**config.mk**
```make
export PLATFORM = sky130hd
export DESIGN_NAME = ex_operand_stage
export DESIGN_NICKNAME = d
export VERILOG_FILES = /design/src/rtl/ex_operand_stage.sv
export SDC_FILE = /design/constraint.sdc
export NUM_CORES = 1
export LEC_CHECK = 0
export CORE_MARGIN = 5
export CORE_UTILIZATION = 44
export CTS_BUF_LIST = sky130_fd_sc_hd__clkbuf_4
export CTS_CLUSTER_SIZE = 16
export DETAILED_ROUTE_END_ITERATION = 10
export PLACE_DENSITY = 0.83
export SLEW_MARGIN = 20
export SYNTH_ARGS = -nofsm -noshare
export SYNTH_HDL_FRONTEND = slang
export SYNTH_SLANG_ARGS = --single-unit
```
**constraint.sdc**
```tcl
create_clock -name clk -period 5.15 [get_ports clk]
set_clock_uncertainty 0.2 [all_clocks]
set_input_delay 0.7725 -clock clk [delete_from_list [all_inputs] [get_ports clk]]
set_output_delay 0.7725 -clock clk [all_outputs]
set_load 0.05 [all_outputs]
```
**src/rtl/ex_operand_stage.sv**
```systemverilog
// ID/EX pipeline register and ALU operand select, with forwarding and load-use stall detection.
// Optional macro EX_FORWARD_EN enables EX/MEM and MEM/WB forwarding; without it every RAW hazard stalls.
module ex_operand_stage #(
    parameter int unsigned DW     = 32,
    parameter logic [3:0]  NOP_OP = 4'd0
) (
    input  logic          clk,
    input  logic          rst,
    input  logic [DW-1:0] id_rd1,
    input  logic [DW-1:0] id_rd2,
    input  logic [DW-1:0] id_imm,
    input  logic [4:0]    id_shamt,
    input  logic [4:0]    id_rs,
    input  logic [4:0]    id_rt,
    input  logic          id_use_rs,
    input  logic          id_use_rt,
    input  logic [4:0]    id_wreg,
    input  logic [3:0]    id_aluop,
    input  logic          id_alusrc_b,
    input  logic          id_shift_sa,
    input  logic          id_regwrite,
    input  logic          id_memread,
    input  logic          id_memwrite,
    input  logic          mem_regwrite,
    input  logic [4:0]    mem_wreg,
    input  logic [DW-1:0] mem_result,
    input  logic          wb_regwrite,
    input  logic [4:0]    wb_wreg,
    input  logic [DW-1:0] wb_result,
    input  logic          flush,
    input  logic          ex_hold,
    output logic [DW-1:0] alu_a,
    output logic [DW-1:0] alu_b,
    output logic [3:0]    alu_op,
    output logic [DW-1:0] ex_store_data,
    output logic [4:0]    ex_wreg,
    output logic          ex_regwrite,
    output logic          ex_memread,
    output logic          ex_memwrite,
    output logic          load_use_stall
);

    typedef struct packed {
        logic [DW-1:0] rd1;
        logic [DW-1:0] rd2;
        logic [DW-1:0] imm;
        logic [4:0]    shamt;
        logic [4:0]    rs;
        logic [4:0]    rt;
        logic [4:0]    wreg;
        logic [3:0]    aluop;
        logic          alusrc_b;
        logic          shift_sa;
        logic          regwrite;
        logic          memread;
        logic          memwrite;
    } ex_reg_t;

    ex_reg_t q;
    ex_reg_t id_pkt;
    ex_reg_t bubble;
    logic [DW-1:0] fwd_a;
    logic [DW-1:0] fwd_b;
    logic          rs_hit_ex;
    logic          rt_hit_ex;

    always_comb begin
        bubble       = '0;
        bubble.aluop = NOP_OP;
        id_pkt       = '0;
        id_pkt.rd1      = id_rd1;
        id_pkt.rd2      = id_rd2;
        id_pkt.imm      = id_imm;
        id_pkt.shamt    = id_shamt;
        id_pkt.rs       = id_rs;
        id_pkt.rt       = id_rt;
        id_pkt.wreg     = id_wreg;
        id_pkt.aluop    = id_aluop;
        id_pkt.alusrc_b = id_alusrc_b;
        id_pkt.shift_sa = id_shift_sa;
        id_pkt.regwrite = id_regwrite;
        id_pkt.memread  = id_memread;
        id_pkt.memwrite = id_memwrite;
    end

    // Flush beats hold; a stall inserts a bubble behind the instruction in EX.
    always_ff @(posedge clk or posedge rst) begin
        if (rst) begin
            q <= bubble;
        end else if (flush) begin
            q <= bubble;
        end else if (!ex_hold) begin
            q <= load_use_stall ? bubble : id_pkt;
        end
    end

    always_comb begin
        rs_hit_ex = (q.wreg != 5'd0) && id_use_rs && (id_rs == q.wreg);
        rt_hit_ex = (q.wreg != 5'd0) && id_use_rt && (id_rt == q.wreg);
    end

`ifdef EX_FORWARD_EN
    // MEM result is younger than WB, so it wins; r0 is never forwarded.
    always_comb begin
        fwd_a = q.rd1;
        if (mem_regwrite && (mem_wreg != 5'd0) && (mem_wreg == q.rs)) begin
            fwd_a = mem_result;
        end else if (wb_regwrite && (wb_wreg != 5'd0) && (wb_wreg == q.rs)) begin
            fwd_a = wb_result;
        end
        fwd_b = q.rd2;
        if (mem_regwrite && (mem_wreg != 5'd0) && (mem_wreg == q.rt)) begin
            fwd_b = mem_result;
        end else if (wb_regwrite && (wb_wreg != 5'd0) && (wb_wreg == q.rt)) begin
            fwd_b = wb_result;
        end
    end

    assign load_use_stall = q.memread && (rs_hit_ex || rt_hit_ex);
`else
    logic rs_hit_late;
    logic rt_hit_late;
    logic unused_fwd;

    assign fwd_a      = q.rd1;
    assign fwd_b      = q.rd2;
    assign unused_fwd = ^{mem_result, wb_result};

    // Without bypass paths, any in-flight writer of a source register must drain first.
    always_comb begin
        rs_hit_late = id_use_rs && (id_rs != 5'd0) &&
                      ((mem_regwrite && (mem_wreg == id_rs)) || (wb_regwrite && (wb_wreg == id_rs)));
        rt_hit_late = id_use_rt && (id_rt != 5'd0) &&
                      ((mem_regwrite && (mem_wreg == id_rt)) || (wb_regwrite && (wb_wreg == id_rt)));
    end

    assign load_use_stall = (q.regwrite && (rs_hit_ex || rt_hit_ex)) || rs_hit_late || rt_hit_late;
`endif

    assign alu_a         = q.shift_sa ? DW'(q.shamt) : fwd_a;
    assign alu_b         = q.alusrc_b ? q.imm : fwd_b;
    assign alu_op        = q.aluop;
    assign ex_store_data = fwd_b;
    assign ex_wreg       = q.wreg;
    assign ex_regwrite   = q.regwrite;
    assign ex_memread    = q.memread;
    assign ex_memwrite   = q.memwrite;

endmodule
```
==> Word level (Yosys, flattened, before mapping) <==
Index checks and enable logic that the tools add are counted.
{ "word_totals": {"ff_bits": 115, "in_bits": 207, "out_inout_bits": 109} }
{ "op_classes": {"reduce_logical": 21, "muxes": 5, "eq_ne": 7} }
{ "ops": {"columns": ["operator", "n"], "rows": [
  ["$mux W125", 3],
  ["$mux W32", 2],
  ["$eq A5 B5 Y1", 6],
  ["$reduce_bool A5 Y1", 3],
  ["$logic_and A1 B1 Y1", 13],
  ["$logic_or A1 B1 Y1", 5],
  ["$ne A2 B2 Y1 const B", 1]
]} }

==> Logic depth before layout (Yosys ltp) <==
{ "logic_depth": {"word_depth": 10, "ltp_mapped": 7, "mapped_depth_nobuf": 5} }

==> Worst setup path before layout <==
Ideal clock, no wire load.
{ "synth_path": {"kind": "input-to-output", "startpoint": "input port id_rs[0]", "endpoint": "output port load_use_stall", "setup_slack_ns": 1.878, "t_arrival_ns": 2.299, "stages": 6, "t_required_ns": 4.178, "cell_sequence": "or4_1 > o21ai_1 > o22ai_2 > buf_4 > buf_6 > or2_2"} }
{ "synth_via": {"elab_chain_len": 6, "word_cells_on_any_way": 14, "classes_between": "3 x eq/ne; 11 x reduce/logical"} }
{ "synth_lines": {"columns": ["item", "line", "rtl"], "rows": [
  ["from (decl)", "13", "input logic [4:0] id_rs,"],
  ["$eq A5 B5 Y1 (on tied branches)", "98, 132", null],
  ["$logic_and A1 B1 Y1 (on tied branches)", "98, 132", null],
  ["$logic_or A1 B1 Y1 (on tied branches)", "137, 132", null],
  ["$logic_and A1 B1 Y1 (on tied branches)", "137, 131", null],
  ["$logic_or A1 B1 Y1 (*) (2 in a row)", "137", "assign load_use_stall = (q.regwrite && (rs_hit_ex || rt_hit_ex)) || rs_hit_late || rt_hit_late;"],
  ["to (decl)", "40", "output logic load_use_stall"]
]} }
Mark *: on every way between the ends. The rest lies on a longest branch, timed or not.

==> Worst setup path after layout <==
Same ends and word-level chain as after synthesis.

==> run summary <==
Setup repair after global routing left no endpoint under its margin. The setup TNS is 0 ns. In this run switching power makes up 33.4% of total power. The overall die height came out at 140 um. The number of cells in the design after placement came out at 1060. The residual overflow from global routing is 0.

The worst ir drop on vdd came out at 0.000122 V. The maximum number of buffers from clock root to sink came out at 2. The total number of vias is 6028. The combined area of all synthesized cells is 7390 um2. The number of storage elements in the synthesis netlist is 115. The maximum number of pins on one net before global-route repair is 138. The Yosys warning count is 0. The total die area is 19500 um2.

The leakage power of the design came out at 4.00 nW. The switching power is 797 uW. The H-tree was split into 4 levels. The cell sitting at the root of the clock tree is a clkbuf_4. The cell count after synthesis is 700. The max-capacitance violation count came out at 0. Post-CTS timing repair inserted 0 buffers for setup. The first-iteration detailed-routing DRC count came out at 333. The classification of the worst-slack hold path is flop to flop.

The proportion of power drawn by combinational gates came out at 29.6%. The final-report max-slew violation count is 0. The HPWL reported at the end of detailed placement is 13400 um.

The completed layout was analyzed and its total power is 2.39 mW. The slowest stage of the critical path belongs to the cell clkdlybuf4s50_1. The area growth from synthesis to layout is 34.1%. The share of the cycle needed by the critical path after routing came out at 80.5%. Once layout is complete, the cells apart from fillers number 1093.

In this run the horizontal extent of the chip is 140 um. The number of antenna violations at the first check in global routing came out at 2. Routability-driven placement finished with a final weighted congestion of 0.808.

The library cells used most frequently in the layout, excluding fill and tap cells, are clkdlybuf4s50_1 (249), dfrtp_1 (115), nand2b_1 (114). The number of nets still failing antenna checks after routing came out at 0. For this run, the top clock speed supported by timing is 241 MHz. The cell type with the highest occurrence count on the critical path is clkdlybuf4s50_1. The number of setup violations in the final report came out at 0.

For this block, the routed nets add up to 20600 um of wire. The largest single stage delay on the critical path is 0.71 ns. The synthesized netlist net count came out at 907. The number of nets at the end of the flow came out at 1066.

The global-route usage over all layers came out at 20.8%. The DRC violation count after routing came out at 0. For the pin with the worst max-slew slack, the measured transition is 0.818 ns. The initial cell density of the core came out at 44.7%. After clock tree synthesis, the clock-pin slew on the worst setup and hold paths is 0.10 ns. The final worst slack came out at 1.00 ns. The detailed-route vias per instance came out at 5.52.

The most common library cell in the layout ignoring fill and taps is clkdlybuf4s50_1. The worst setup path is of the input pin to primary output kind. The flow ran to the end, and the final reports show no timing, DRC or antenna violations. The number of primary I/O pins is 316.

The clock sink count is 115. The via count of the first global-routing pass was 6100. The sequential element share of the synthesized area is 38.9%.

TritonCTS built the clock tree. Port buffering added 251 buffers. The synthesized area per cell is 10.6 um2. For this design the ratio of total power to cell area is 241 nW/um2. The first TritonRoute pass finished after 5 iterations. The synthesized netlist contains 26 unique library cells. The worst setup path is launched from an input pin. The clock reaches the later pin of the worst-skew pair after 0.51 ns.

The number of buffers created by CTS came out at 17. The normalized max-slew margin is 45.5%. The final period demand of the worst path is 4.15 ns.

The wire length per cell is 18.9 um. The global-route wire length before repair is 33300 um. The relative contribution of the clock network to total power came out at 28.6%. The internal power contribution is 1.59 mW. The worst setup timing slack at the placement stage is 0.984 ns. The register share of total power is 41.7%. The signal on the critical path passes through clkdlybuf4s50_1 > or4_1 > o21ai_1 > o22ai_4 > or2_2 > clkdlybuf4s50_1. The floorplan core area came out at 16500 um2.

The final number of hold-violating endpoints came to 0. The number of gates given a new drive strength after cts came out at 0. The final-layout worst hold slack is 0.285 ns. The endpoint arrival time on the critical path came out at 3.18 ns. The floorplan has 47 rows. STA classifies the critical path endpoint as a primary output. The fraction of final layout cells with drive strength greater than 1 came out at 13.7%. The hold-fix buffer count after cts is 0. For the worst setup path, the data required time is 4.18 ns. The largest fanout of any net on the critical path is 4.
==> synthesized netlist by cell type <==
cell	n	area, um2
o41ai_1	76	666
o22ai_2	1	12.5
dfrtp_1	115	2880
nand3b_1	109	818
nand2b_1	114	713
buf_2	1	5.00
nand2_1	7	26.3
a21oi_2	1	8.76
o21ai_1	3	15.0
nor4_1	6	37.5
mux2_2	37	417
xor2_1	24	210
inv_1	1	3.75
or4_1	3	22.5
nand3_1	2	10.0
o31ai_1	1	7.51
xnor2_1	6	52.6
and2_1	2	12.5
buf_6	4	45.0
or2_2	1	6.26
nor2_1	1	3.75
clkbuf_1	71	267
o41ai_2	38	618
a32oi_1	2	17.5
nor2b_1	28	175
buf_4	46	345
==> area by class of cell <==
cell class	instances	area (um2)
diodes	2	5.00
clock buffers	18	135
clock inverters	13	143
fillers	1378	6610
inverters	1	6.26
multi-input cells	462	3860
flip-flops and latches	115	2880
well taps	220	275
repair buffers	262	2610
==> routing by layer <==
| layer | wire length, um | share of wire [%] | global-route usage (%) |
|---|---|---|---|
| met3 | 1650 | 8.0 | 7.34 |
| met2 | 9680 | 47 | 32.4 |
| met1 | 8920 | 43 | 27.5 |
| met5 | 0 | 0 | 0 |
| met4 | 381 | 1.8 | 6.12 |
==> worst max-delay path, delay by kind of cell <==
family	cells	cell delay, ns
AOI/OAI and AO/OA	2	0.33
buffers and inverters	2	1.23
and+or+nand+nor	2	0.84
==> kinds of logic (layout without fill, tap and decap cells) <==
logic type                after synthesis  after routing  share of synthesized area, %
buffers and inverters                 123            294                          9.00
AOI/OAI and AO/OA                     122            122                          18.2
other                                   0              2                             0
muxes                                  37             37                          5.64
DFF                                   115            115                          38.9
xor gates and xnor gates               30             30                          3.55
and+or+nand+nor                       273            273                          24.7
==> per-stage QoR <==
| step | util, % | area, um2 |
|---|---|---|
| 2_1_floorplan | - | 7390 |
| 3_3_place_gp | 58.3 | 9630 |
| 3_5_place_dp | 58.3 | 9630 |
| 4_1_cts | 60.0 | 9910 |
| 5_1_grt | 60.0 | 9910 |
| 6_report | 60.0 | 9910 |
==> flip-flops by register name (all words and copies together) (netlist names) <==
register       flops
ex_memwrite        1
ex_memread         1
alu_op             4
ex_regwrite        1
ex_store_data     32
q                 39
fwd_a             32
ex_wreg            5
==> power groups by stage <==
stage | Sequential [mW] | Clock, mW | Combinational (mW)
floorplan | 1.00 | 0 | 0.465
global placement | 1.01 | 0 | 0.705
detailed placement | 1.01 | 0 | 0.711
CTS | 0.996 | 0.710 | 0.713
global route | 1.00 | 0.755 | 0.749
finish | 0.997 | 0.684 | 0.707
==> path summary, 6_finish.rpt <==
path                        startpoint                 to  slack [ns]  cells after the start
min in group asynchronous          rst  ex_store_data[23]        0.57                      2
max                           id_rs[0]     load_use_stall        1.00                      6
min reg2reg                ex_memwrite        ex_memwrite        0.29                      2
min                        ex_memwrite        ex_memwrite        0.29                      2
max in group asynchronous          rst               q[4]        3.27                      3
max reg2reg                 ex_wreg[4]              q[41]        1.90                      7
No activity file was read; power rests on OpenSTA's default activity.
